**src/rtl/cpu_pkg.sv**
```systemverilog
// ============================================================================
// Module   : cpu_pkg
// Purpose  : Shared types for the unified-memory port arbiter.
// Revision : 1.0
// ============================================================================
`default_nettype none

package cpu_pkg;

    typedef enum logic [1:0] {
        IDLE   = 2'd0,
        ACCESS = 2'd1,
        RESP   = 2'd2
    } arb_state_t;

    typedef enum logic {
        OWN_FETCH = 1'b0,
        OWN_DATA  = 1'b1
    } arb_owner_t;

endpackage

`default_nettype wire

```
**src/rtl/mem_port_arbiter_if.sv**
```systemverilog
// ============================================================================
// Module   : mem_port_arbiter_if
// Purpose  : Pipeline request/ack bundle plus the memory-side port.
// Revision : 1.0
// ============================================================================
`default_nettype none

interface mem_port_arbiter_if #(
    parameter int WIDTH            = 32,
    parameter int INSTRUCTIONWIDTH = 16
) ();

    logic                        fetchReq;
    logic [WIDTH-1:0]            fetchAddr;
    logic                        fetchAck;
    logic [INSTRUCTIONWIDTH-1:0] fetchData;
    logic                        dataReq;
    logic                        dataWrite;
    logic [WIDTH-1:0]            dataAddr;
    logic [WIDTH-1:0]            dataWdata;
    logic                        dataAck;
    logic [WIDTH-1:0]            dataRdata;
    logic                        memEnable;
    logic                        memWrite;
    logic [WIDTH-1:0]            memAddr;
    logic [WIDTH-1:0]            memWdata;
    logic [WIDTH-1:0]            memRdata;
    logic                        stallFetch;
    logic                        stallData;
    logic                        busy;

    modport slave (
        input  fetchReq, fetchAddr, dataReq, dataWrite, dataAddr, dataWdata, memRdata,
        output fetchAck, fetchData, dataAck, dataRdata,
        output memEnable, memWrite, memAddr, memWdata,
        output stallFetch, stallData, busy
    );

    modport master (
        output fetchReq, fetchAddr, dataReq, dataWrite, dataAddr, dataWdata, memRdata,
        input  fetchAck, fetchData, dataAck, dataRdata,
        input  memEnable, memWrite, memAddr, memWdata,
        input  stallFetch, stallData, busy
    );

endinterface

`default_nettype wire

```
**src/rtl/mem_arb_pick.sv**
```systemverilog
// ============================================================================
// Module   : mem_arb_pick
// Purpose  : Combinational owner choice: data first unless fetch is starved.
// Revision : 1.0
// ============================================================================
`default_nettype none

module mem_arb_pick
    import cpu_pkg::*;
#(
    parameter int STARVELIMIT = 3,
    parameter int SW          = 2
) (
    input  wire logic          fetchReq_i,
    input  wire logic          dataReq_i,
    input  wire logic [SW-1:0] streak_i,
    output arb_owner_t         owner_o
);

    always_comb begin
        owner_o = OWN_DATA;
        if (fetchReq_i && (!dataReq_i || (streak_i == SW'(STARVELIMIT)))) begin
            owner_o = OWN_FETCH;
        end
    end

endmodule

`default_nettype wire

```
**src/rtl/mem_port_arbiter.sv**
```systemverilog
// ============================================================================
// Module   : mem_port_arbiter
// Purpose  : Serialises fetch and data accesses onto one fixed-latency memory.
// Revision : 1.0
// ============================================================================
`default_nettype none

module mem_port_arbiter
    import cpu_pkg::*;
#(
    parameter int WIDTH            = 32,
    parameter int INSTRUCTIONWIDTH = 16,
    parameter int LATENCY          = 2,
    parameter int STARVELIMIT      = 3
) (
    input  wire logic         clock,
    input  wire logic         reset,
    mem_port_arbiter_if.slave bus
);

    localparam int CW = (LATENCY > 1) ? $clog2(LATENCY) : 1;
    localparam int SW = (STARVELIMIT > 0) ? $clog2(STARVELIMIT + 1) : 1;

    arb_state_t       state_q,  state_d;
    arb_owner_t       owner_q,  owner_d;
    arb_owner_t       w_pick;
    logic [CW-1:0]    cnt_q,    cnt_d;
    logic [SW-1:0]    streak_q, streak_d;
    logic [WIDTH-1:0] addr_q,   addr_d;
    logic [WIDTH-1:0] wdata_q,  wdata_d;
    logic [WIDTH-1:0] rdata_q,  rdata_d;
    logic             write_q,  write_d;

    mem_arb_pick #(
        .STARVELIMIT (STARVELIMIT),
        .SW          (SW)
    ) u_pick (
        .fetchReq_i (bus.fetchReq),
        .dataReq_i  (bus.dataReq),
        .streak_i   (streak_q),
        .owner_o    (w_pick)
    );

    always_ff @(posedge clock or negedge reset) begin
        if (!reset) begin
            state_q  <= IDLE;
            owner_q  <= OWN_FETCH;
            cnt_q    <= '0;
            streak_q <= '0;
            addr_q   <= '0;
            wdata_q  <= '0;
            rdata_q  <= '0;
            write_q  <= 1'b0;
        end else begin
            state_q  <= state_d;
            owner_q  <= owner_d;
            cnt_q    <= cnt_d;
            streak_q <= streak_d;
            addr_q   <= addr_d;
            wdata_q  <= wdata_d;
            rdata_q  <= rdata_d;
            write_q  <= write_d;
        end
    end

    always_comb begin
        state_d  = state_q;
        owner_d  = owner_q;
        cnt_d    = cnt_q;
        streak_d = streak_q;
        addr_d   = addr_q;
        wdata_d  = wdata_q;
        rdata_d  = rdata_q;
        write_d  = write_q;
        case (state_q)
            IDLE: begin
                if (bus.fetchReq || bus.dataReq) begin
                    state_d = ACCESS;
                    cnt_d   = CW'(LATENCY - 1);
                    owner_d = w_pick;
                    if (w_pick == OWN_FETCH) begin
                        addr_d   = bus.fetchAddr;
                        wdata_d  = '0;
                        write_d  = 1'b0;
                        streak_d = '0;
                    end else begin
                        addr_d  = bus.dataAddr;
                        wdata_d = bus.dataWdata;
                        write_d = bus.dataWrite;
                        // Only data grants that bypass a waiting fetch count toward starvation.
                        if (!bus.fetchReq) begin
                            streak_d = '0;
                        end else if (streak_q != SW'(STARVELIMIT)) begin
                            streak_d = streak_q + SW'(1);
                        end
                    end
                end
            end
            ACCESS: begin
                if (cnt_q == '0) begin
                    state_d = RESP;
                    rdata_d = bus.memRdata;
                end else begin
                    cnt_d = cnt_q - CW'(1);
                end
            end
            RESP:    state_d = IDLE;
            default: state_d = IDLE;
        endcase
    end

    assign bus.memEnable  = (state_q == ACCESS);
    assign bus.memWrite   = (state_q == ACCESS) && write_q && (cnt_q == '0);
    assign bus.memAddr    = addr_q;
    assign bus.memWdata   = wdata_q;
    assign bus.fetchAck   = (state_q == RESP) && (owner_q == OWN_FETCH);
    assign bus.dataAck    = (state_q == RESP) && (owner_q == OWN_DATA);
    assign bus.fetchData  = rdata_q[INSTRUCTIONWIDTH-1:0];
    assign bus.dataRdata  = rdata_q;
    assign bus.busy       = (state_q != IDLE);
    assign bus.stallFetch = bus.fetchReq & ~bus.fetchAck;
    assign bus.stallData  = bus.dataReq & ~bus.dataAck;

endmodule

`default_nettype wire

```
**src/flat_wrapper.sv**
```systemverilog
// flat-port wrapper written by rule: the top's interface ports become plain ports
module mem_port_arbiter_flat import cpu_pkg::*;
#(
    parameter int WIDTH            = 32,
    parameter int INSTRUCTIONWIDTH = 16,
    parameter int LATENCY          = 2,
    parameter int STARVELIMIT      = 3
)
  (clock, reset, bus_fetchReq, bus_fetchAddr, bus_dataReq, bus_dataWrite, bus_dataAddr, bus_dataWdata, bus_memRdata, bus_fetchAck, bus_fetchData, bus_dataAck, bus_dataRdata, bus_memEnable, bus_memWrite, bus_memAddr, bus_memWdata, bus_stallFetch, bus_stallData, bus_busy);
  mem_port_arbiter_if #(.WIDTH(WIDTH), .INSTRUCTIONWIDTH(INSTRUCTIONWIDTH)) bus_i ();
  input  wire logic clock;
  input  wire logic reset;
  input wire logic [$bits(bus_i.fetchReq)-1:0] bus_fetchReq;
  input wire logic [$bits(bus_i.fetchAddr)-1:0] bus_fetchAddr;
  input wire logic [$bits(bus_i.dataReq)-1:0] bus_dataReq;
  input wire logic [$bits(bus_i.dataWrite)-1:0] bus_dataWrite;
  input wire logic [$bits(bus_i.dataAddr)-1:0] bus_dataAddr;
  input wire logic [$bits(bus_i.dataWdata)-1:0] bus_dataWdata;
  input wire logic [$bits(bus_i.memRdata)-1:0] bus_memRdata;
  output wire logic [$bits(bus_i.fetchAck)-1:0] bus_fetchAck;
  output wire logic [$bits(bus_i.fetchData)-1:0] bus_fetchData;
  output wire logic [$bits(bus_i.dataAck)-1:0] bus_dataAck;
  output wire logic [$bits(bus_i.dataRdata)-1:0] bus_dataRdata;
  output wire logic [$bits(bus_i.memEnable)-1:0] bus_memEnable;
  output wire logic [$bits(bus_i.memWrite)-1:0] bus_memWrite;
  output wire logic [$bits(bus_i.memAddr)-1:0] bus_memAddr;
  output wire logic [$bits(bus_i.memWdata)-1:0] bus_memWdata;
  output wire logic [$bits(bus_i.stallFetch)-1:0] bus_stallFetch;
  output wire logic [$bits(bus_i.stallData)-1:0] bus_stallData;
  output wire logic [$bits(bus_i.busy)-1:0] bus_busy;
  assign bus_i.fetchReq = bus_fetchReq;
  assign bus_i.fetchAddr = bus_fetchAddr;
  assign bus_i.dataReq = bus_dataReq;
  assign bus_i.dataWrite = bus_dataWrite;
  assign bus_i.dataAddr = bus_dataAddr;
  assign bus_i.dataWdata = bus_dataWdata;
  assign bus_i.memRdata = bus_memRdata;
  assign bus_fetchAck = bus_i.fetchAck;
  assign bus_fetchData = bus_i.fetchData;
  assign bus_dataAck = bus_i.dataAck;
  assign bus_dataRdata = bus_i.dataRdata;
  assign bus_memEnable = bus_i.memEnable;
  assign bus_memWrite = bus_i.memWrite;
  assign bus_memAddr = bus_i.memAddr;
  assign bus_memWdata = bus_i.memWdata;
  assign bus_stallFetch = bus_i.stallFetch;
  assign bus_stallData = bus_i.stallData;
  assign bus_busy = bus_i.busy;
  mem_port_arbiter #(.WIDTH(WIDTH), .INSTRUCTIONWIDTH(INSTRUCTIONWIDTH), .LATENCY(LATENCY), .STARVELIMIT(STARVELIMIT)) u_core (.clock(clock), .reset(reset), .bus(bus_i));
endmodule
```
**config.mk**
```make
export PLATFORM = sky130hd
export DESIGN_NAME = mem_port_arbiter_flat
export DESIGN_NICKNAME = d
export VERILOG_FILES = /design/src/rtl/cpu_pkg.sv /design/src/rtl/mem_port_arbiter_if.sv /design/src/rtl/mem_arb_pick.sv /design/src/rtl/mem_port_arbiter.sv /design/src/flat_wrapper.sv
export SDC_FILE = /design/constraint.sdc
export NUM_CORES = 1
export LEC_CHECK = 0
export ABC_AREA = 1
export BUFFER_PORTS_ARGS = -buffer_cell sky130_fd_sc_hd__buf_2
export CAP_MARGIN = 20
export CORE_MARGIN = 2
export CORE_UTILIZATION = 45
export DETAILED_ROUTE_END_ITERATION = 6
export GPL_ROUTABILITY_DRIVEN = 1
export PLACE_DENSITY_LB_ADDON = 0.1
export SLEW_MARGIN = 10
export SYNTH_ARGS = -nofsm -noshare
export SYNTH_HDL_FRONTEND = slang
export SYNTH_SLANG_ARGS = --single-unit
export TNS_END_PERCENT = 10
```
**constraint.sdc**
```tcl
create_clock -name clock -period 1.8 [get_ports clock]
set_clock_uncertainty 0.1 [all_clocks]
set_input_delay 0.09 -clock clock [delete_from_list [all_inputs] [get_ports clock]]
set_output_delay 0.09 -clock clock [all_outputs]
set_load 0.005 [all_outputs]
```
# After elaboration in Yosys (flattened, before gate mapping)
# Index checks and enable logic that the tools add are counted.
# totals
reg_bits	103
inputBits	133
output_inout_bits	119
word_cells	52
# op_classes
n_addsub	2
eq_ne	7
n_mux	13
bitwise	6
n_reduce_logical	16
# ops
cell	n
2-to-1 mux 32 bit	2
2-to-1 mux 2 bit	5
AND reduction 2 bit	4
logical AND 1 bit	5
equality test 2 bit (second input constant)	2
2-to-1 mux 1 bit	4
inequality test 2 bit (second input constant)	2
inverter 1 bit	4
one-hot mux 2 bit (2 select lines)	1
nonzero test 2 bit	2
inequality test 3 x 1 -> 1 bit (second input constant)	1
AND reduction 3 bit	1
adder 2 x 1 -> 2 bit (second input constant)	1
bitwise AND 1 bit	2
equality test 2 x 1 -> 1 bit (second input constant)	1
logical NOT 2 bit	1
logical OR 1 bit	2
inequality test 2 x 1 -> 1 bit (second input constant)	1
one-hot mux 1 bit (2 select lines)	1
logical NOT 1 bit	1
subtractor 1 bit (second input constant)	1

# Depth between registers and ports, before layout
# Gate-level depths: netlist of run 1.
# logic_depth
depth_word	5
mapped_depth	8
mapped_depth_nobuf	7

# Hierarchy
# A second synthesis of run 1 with hierarchy kept.
# unflattened
hier_cells	581
area_unflattened_um2	4620.7
# modules_own_cells
mod	n_inst	cells_per_inst	area_per_inst_um2
mem_port_arbiter	1	578	4609.4
mem_arb_pick	1	3	11.3

# Worst setup path before layout of run 1
# Ideal clock, no wire load.
# synth_timing
path_kind	reg2reg
startpoint	register u_core.streak_q[0]
endpoint	register u_core.wdata_q[10], in the netlist u_core.bus.memWdata[10]
setup_ns	0.066
arrival_time_ns	1.261
required_ns	1.634
path_slack_ns	0.374
stages_incl_launch_ff	9
n_path_buf	2
synth_period_minus_slack_ns	1.426
path_cell_list	dfrtp_1 ha_1 inv_1 nand2_1 nand2_1 buf_4 buf_4 nand3_1 nand2_1
# synth_between
elab_chain_len	4
# synth_rtl
item	line_no	rtl
start, declared	mem_port_arbiter.sv:28	logic [SW-1:0] streak_q, streak_d;
start signal, assigned	mem_port_arbiter.sv:58	streak_q <= streak_d;
equality test 2 bit	mem_arb_pick.sv:22	if (fetchReq_i && (!dataReq_i || (streak_i == SW'(STARVELIMIT)))) begin
logical OR 1 bit	mem_arb_pick.sv:22	
logical AND 1 bit	mem_arb_pick.sv:22	
2-to-1 mux 32 bit	mem_port_arbiter.sv:81	if (w_pick == OWN_FETCH) begin
end signal, assigned	mem_port_arbiter.sv:60	wdata_q <= wdata_d;
end, declared	mem_port_arbiter.sv:30	logic [WIDTH-1:0] wdata_q, wdata_d;
# Every way passes these cells.
# A chain may end at the register's enable or synchronous reset.

# Final worst setup path of run 1
# layout_timing
startpoint	register u_core.state_q[1]
endpoint	output bus_memWrite
# layout_between
elab_chain_len	3
# layout_rtl
item	line_no	rtl
start, declared	mem_port_arbiter.sv:24	arb_state_t state_q, state_d;
start signal, assigned	mem_port_arbiter.sv:55	state_q <= state_d;
equality test 2 x 1 -> 1 bit	mem_port_arbiter.sv:113	assign bus.memWrite = (state_q == ACCESS) && write_q && (cnt_q == '0);
logical AND 1 bit (2 in a row)	mem_port_arbiter.sv:113	
end, declared	flat_wrapper.sv:25	output wire logic [$bits(bus_i.memWrite)-1:0] bus_memWrite;
# Every way passes these cells.

==> results_dict.tcl, run 1 <==
set metrics [dict create \
    nets 1100 \
    dieArea_sq_um 11360 \
    placeableCoreArea_sq_um 10280 \
    cts_tree "yes" \
    finalPower_mw 10.03 \
    timing.fmax_mhz 595.7 \
    port_buffers 251 \
    syn_nets 744 \
    violations "DRC" \
    cts_buffers 9 \
    min_period_ns 1.679 \
    slowest_stage "dfrtp_1" \
    worst_slew_pin_slew_ns 0.6350 \
    path_cells "nor2_4 -> nand2_1 -> buf_6 -> nor2_1 -> buf_2" \
    htreeDepth 3 \
    drt_wl_total_um 15320 \
    synth_cells 610 \
    synth_cell_types 15 \
    area_delta_synth_final_pct 59.21 \
    grt_usage 0.2737 \
    rrSetupSlack_ns 0.26 \
    yosys-top-cells-area "dfrtp_1 (54%), nand2_1 (21%), nand3_1 (10%)" \
    drive_above_1_share 0.2925 \
    grt_max_degree 56 \
    antenna_cells 0 \
    critPathArrivalTime_ns 1.49 \
    grt_pass1_wl_um 24780 \
    synthesis.area_sq_um 4736 \
    hold_ws_ns 0.01344 \
    cp_max_fo 33 \
    required_ns 1.61 \
    routed_via_density 4.763 \
    row_count 37 \
    critPathLaunchType "flip-flop" \
    critPathMaxStageDelay_ns 0.45 \
    hold_class "in2async" \
    path_delay_family "flip-flops" \
    drc_errors 2 \
    dpl.hpwl_um 8993 \
    hold_violations 0 \
    cellLeakagePower_nw 4.445 \
    num_vias 5273 \
    die_w_um 106.6 \
    synthMostInstantiatedCell "nand2_1" \
    synth.top_cell.area_share 0.5443 \
    antenna_found_initial 0 \
    finalSetupViolations 0 \
    drv_slew 0 \
    grt_setup_unrepaired "no" \
    clock_sinks 103 \
    overflow 0 \
    yosysSeqAreaShare 0.5443 \
    yosysWarnings 0 \
    cts_setup_buffers 0 \
    cts_root_buffer "clkbuf_8" \
    cts_buffer_depth 2 \
    async_flop_share 1.000 \
    place_congestion 0.8231 \
    clk_latency_ns 0.36 \
    status "complete, but fails checks" \
    wl_per_cell_um 13.84 \
    synth_seq_cells 103 \
    start_util 0.4608 \
    fin_crit_sh 0.9326 \
    relSlewSlack 0.5751 \
    synth_largest_area_cell "dfrtp_1" \
    ys.flop_type "dfrtp_1" \
    p_per_area_nw_per_um2 1330 \
    path_clk_slew_ns 0.10 \
    setup_tns_ns 0 \
    drtPass1Iterations 7 \
    end_kind "output port" \
    syn_area_per_cell_sq_um 7.764 \
    grt_pass1_vias 5278 \
    path_buf_inv 2 \
    path_class "reg2out" \
    final_antenna_net_count 0 \
    ir_worst_vdd_uv 660.3 \
    drtIter0Drc 381 \
    netlist_top_cells_count "nand2_1 (269), dfrtp_1 (103), nand3_1 (98), inv_1 (73), buf_4 (23)" \
    top_level_ports 252 \
    dieHeight_um 106.6 \
    synth_edf_count 0 \
    maxCapViolCount 0 \
]
placed cells by master, fill, tap and decap left out, types with 5 or more instances in the layout:
| cell type | n |
|---|---|
| dlygate4sd3_1 | 131 |
| nor2_1 | 6 |
| clkbuf_8 | 9 |
| buf_4 | 8 |
| nand2_1 | 268 |
| o21ai_0 | 5 |
| buf_2 | 250 |
| buf_12 | 5 |
| inv_1 | 73 |
| dfrtp_1 | 103 |
| nand3_1 | 98 |
path summary, 6_finish.rpt:
path / start / cells past startpoint / end
max: u_core.state_q[1] / 5 / bus_memWrite
min: reset / 2 / u_core.bus.memWdata[19]
max reg2reg: u_core.streak_q[0] / 8 / u_core.bus.memAddr[6]
min reg2reg: u_core.bus.dataRdata[31] / 2 / u_core.bus.dataRdata[31]
max in group asynchronous: reset / 3 / u_core.bus.memWdata[9]
min in group clock: bus_fetchReq / 3 / u_core.state_q[0]
layer usage:
layer	global-route usage	share of wire	wire length, um
met1	0.3343	0.39	5996
met2	0.4672	0.51	7740
met3	0.05897	0.068	1039
met4	0.1197	0.036	547
met5	0	0	0
what timing repair did:
action                                  in CTS  in global routing
hold buffers                               131                  0
endpoints found under the setup margin       0                  1
hold endpoints to repair                   201                  0
gates resized for setup                      0                  2
report_power, final:
| group | total [mW] | leakage (nW) | internal, mW | switching, mW |
|---|---|---|---|---|
| clock | 1.33 | 0.0793 | 0.512 | 0.818 |
| combinational | 4.62 | 3.09 | 2.05 | 2.57 |
| sequential | 4.08 | 1.28 | 3.43 | 0.645 |
state kept, by name (all words and copies together) (netlist names):
name / count
u_core.bus.dataRdata: 32
u_core.bus.memAddr: 32
u_core.bus.memWdata: 32
u_core.state_q: 2
u_core.streak_q: 2
u_core.cnt_q: 1
u_core.owner_q: 1
u_core.write_q: 1
cells by family (layout without fill, tap and decap cells):
logic type / count (synthesis) / count (layout) / synth area share
flops: 103 / 103 / 0.5443
simple gates: 376 / 376 / 0.3255
buf+inv: 124 / 485 / 0.1205
fa+ha+maj: 1 / 1 / 0.002642
compound gates: 6 / 6 / 0.007133
final cells by class:
cell class / count / area [sq um]
Clock buffer: 10 / 127.6
Clock inverter: 6 / 45.04
Fill cell: 792 / 2738
Inverter: 74 / 277.8
Multi-Input combinational cell: 383 / 1608
Sequential cell: 103 / 2577
Tap cell: 136 / 170.2
Timing Repair Buffer: 395 / 2734
through the flow:
step	setup slack, ns	instance area [sq um]	utilization	instances
floorplan	0.3738	4736	-	610
global placement	0.3259	6047	0.5884	960
detailed placement	0.2730	6047	0.5884	960
CTS	0.01451	7531	0.7328	1107
global route	0.02175	7540	0.7336	1107
finish	0.1214	7540	0.7336	1107
(Power assumes the default switching activity.)
==> run 2: changes to the inputs <==
--- a/config.mk
+++ b/config.mk
@@ -9,7 +9,8 @@
 export BUFFER_PORTS_ARGS = -buffer_cell sky130_fd_sc_hd__buf_2
 export CAP_MARGIN = 20
 export CORE_MARGIN = 2
-export CORE_UTILIZATION = 45
+export CORE_UTILIZATION = 47
+export CTS_BUF_LIST = sky130_fd_sc_hd__clkbuf_8
 export DETAILED_ROUTE_END_ITERATION = 6
 export GPL_ROUTABILITY_DRIVEN = 1
 export PLACE_DENSITY_LB_ADDON = 0.1
==> run 2 against run 1 <==
Effect of this change: the flow now finishes without violations; clock power is 23% higher; cell count fell by 0.54%; via count rose by 2.4%; sequential cell count is the same; critical path type unchanged.
==> results_dict.tcl, run 2 (synthesis gave the netlist of run 1 again) <==
set metrics [dict create \
    status "finished, final reports clean" \
    maxCapViolCount 0 \
    num_vias 5402 \
    setup_tns_ns 0 \
    critPathLaunchType "flip-flop" \
    wl_met2_um 7846 \
    met3RoutedLength_um 1266 \
    min_period_ns 1.618 \
    timing.fmax_mhz 618.2 \
    drtPass1Iterations 5 \
    drt_wl_total_um 15900 \
    grt_usage 0.2886 \
    dpl.hpwl_um 9196 \
    final_cell_mix "nand2_1 (267), buf_2 (250), dlygate4sd3_1 (130), dfrtp_1 (102), nand3_1 (98)" \
    clk_latency_ns 0.35 \
    finalPower_mw 10.41 \
    finalSetupViolations 0 \
    start_util 0.4845 \
    area_delta_synth_final_pct 60.11 \
    dieHeight_um 104.4 \
    antenna_found_initial 0 \
    ir_worst_vdd_uv 656.0 \
    place_congestion 0.8101 \
    drive_above_1_share 0.2944 \
    highest_layer "met4" \
    antenna_cells 0 \
    slowest_stage "dfrtp_2" \
    final_antenna_net_count 0 \
    wl_per_cell_um 14.44 \
    met1_length_um 6250 \
    top_level_ports 252 \
    cp_max_fo 33 \
    die_w_um 104.4 \
    r2r_start "u_core.streak_q[0]" \
    hold_ws_ns 0.01443 \
    placeableCoreArea_sq_um 9774 \
    cts_root_buffer "clkbuf_8" \
    layout_commonest_cell "nand2_1" \
    grt_pass1_wl_um 25710 \
    hp-start "bus_fetchAddr[12]" \
    critPathArrivalTime_ns 1.43 \
    row_count 36 \
    path_clk_slew_ns 0.09 \
    cts_buffers 9 \
    drc_errors 0 \
    required_ns 1.61 \
    cts_setup_buffers 0 \
    routed_via_density 4.906 \
    grt_pass1_vias 5357 \
    fin_crit_sh 0.8986 \
    grt_setup_unrepaired "no" \
    overflow 0 \
    drv_slew 0 \
    cts_tree "yes" \
    cellLeakagePower_nw 4.466 \
    dieArea_sq_um 10900 \
    port_buffers 251 \
    hold_class "in2reg" \
    setup.worst_path.start "u_core.state_q[1]" \
    design_area_sq_um 7582 \
    grt_max_degree 62 \
    placed_area_sq_um 6028 \
    drtIter0Drc 415 \
    worst_slew_pin_slew_ns 0.5483 \
    critPathMaxStageDelay_ns 0.45 \
    hold_violations 0 \
    end_kind "output port" \
    clock_sinks 103 \
    cts_buffer_depth 2 \
    fillCellCount 686 \
    path_class "reg2out" \
    p_per_area_nw_per_um2 1372 \
    relSlewSlack 0.6339 \
    nets 1097 \
    htreeDepth 3 \
    path_cells "nor2_4 -> nand2_2 -> buf_12 -> nor2_1 -> buf_2" \
]
[run 2: changes by cell type in the layout (fill, tap and decap cells not counted), sizes merged]
cell,previous run,this run
clkbuf,10,11
inv,76,74
bufinv,0,2
clkinvlp,3,2
dlygate4sd3,131,130
buf,264,262
[run 2: layer usage]
layer,up-vias,track usage
li1,2531,-
met1,2514,0.3602
met2,303,0.4841
met3,54,0.05827
met4,0,0.1284
met5,-,0
[run 2: what timing repair did]
action / in CTS / in global routing
hold buffers: 130 / 0
gates resized for setup: 0 / 6
setup endpoints to repair: 0 / 1
endpoints found under the hold margin: 201 / 0
[run 2: final timing paths]
| check | end | slack [ns] | cells after the start |
|---|---|---|---|
| worst max-delay path | bus_memWrite | 0.18 | 5 |
| worst min-delay path | u_core.bus.memAddr[12] | 0.01 | 5 |
| worst max register to register | u_core.bus.memAddr[18] | 0.20 | 8 |
| worst min register to register | u_core.bus.memWdata[4] | 0.38 | 2 |
| max in group asynchronous | u_core.state_q[1] | 1.12 | 3 |
| min in group asynchronous | u_core.bus.memAddr[1] | 0.16 | 3 |
[run 2: area by class of cell]
type                            instances  area (sq um)  share of cell area
Inverter                               74         277.8             0.03663
Clock buffer                           11         151.4             0.01997
Timing Repair Buffer                  392          2718              0.3584
Sequential cell                       103          2579              0.3401
Multi-Input combinational cell        383          1610              0.2124
Tap cell                              133         166.4             0.02195
Clock inverter                          5         80.08             0.01056
[run 2: through the flow]
stage	cells	worst slack, ns	utilization
2_1_floorplan	610	0.3738	-
3_3_place_gp	955	0.3195	0.6167
3_5_place_dp	955	0.2539	0.6167
4_1_cts	1101	0.03306	0.7736
5_1_grt	1101	0.03758	0.7757
6_report	1101	0.1825	0.7757
[run 2: where the power goes]
| group | internal (mW) | switching [mW] | total [mW] |
|---|---|---|---|
| logic | 2.04 | 2.60 | 4.64 |
| clock network | 0.857 | 0.782 | 1.64 |
| registers | 3.44 | 0.684 | 4.12 |
[run 2: critical path, delay by kind of cell (launching register included)]
kind          cells  cell delay (ns)
flops             1             0.45
simple gates      3             0.32
buf+inv           2             0.30
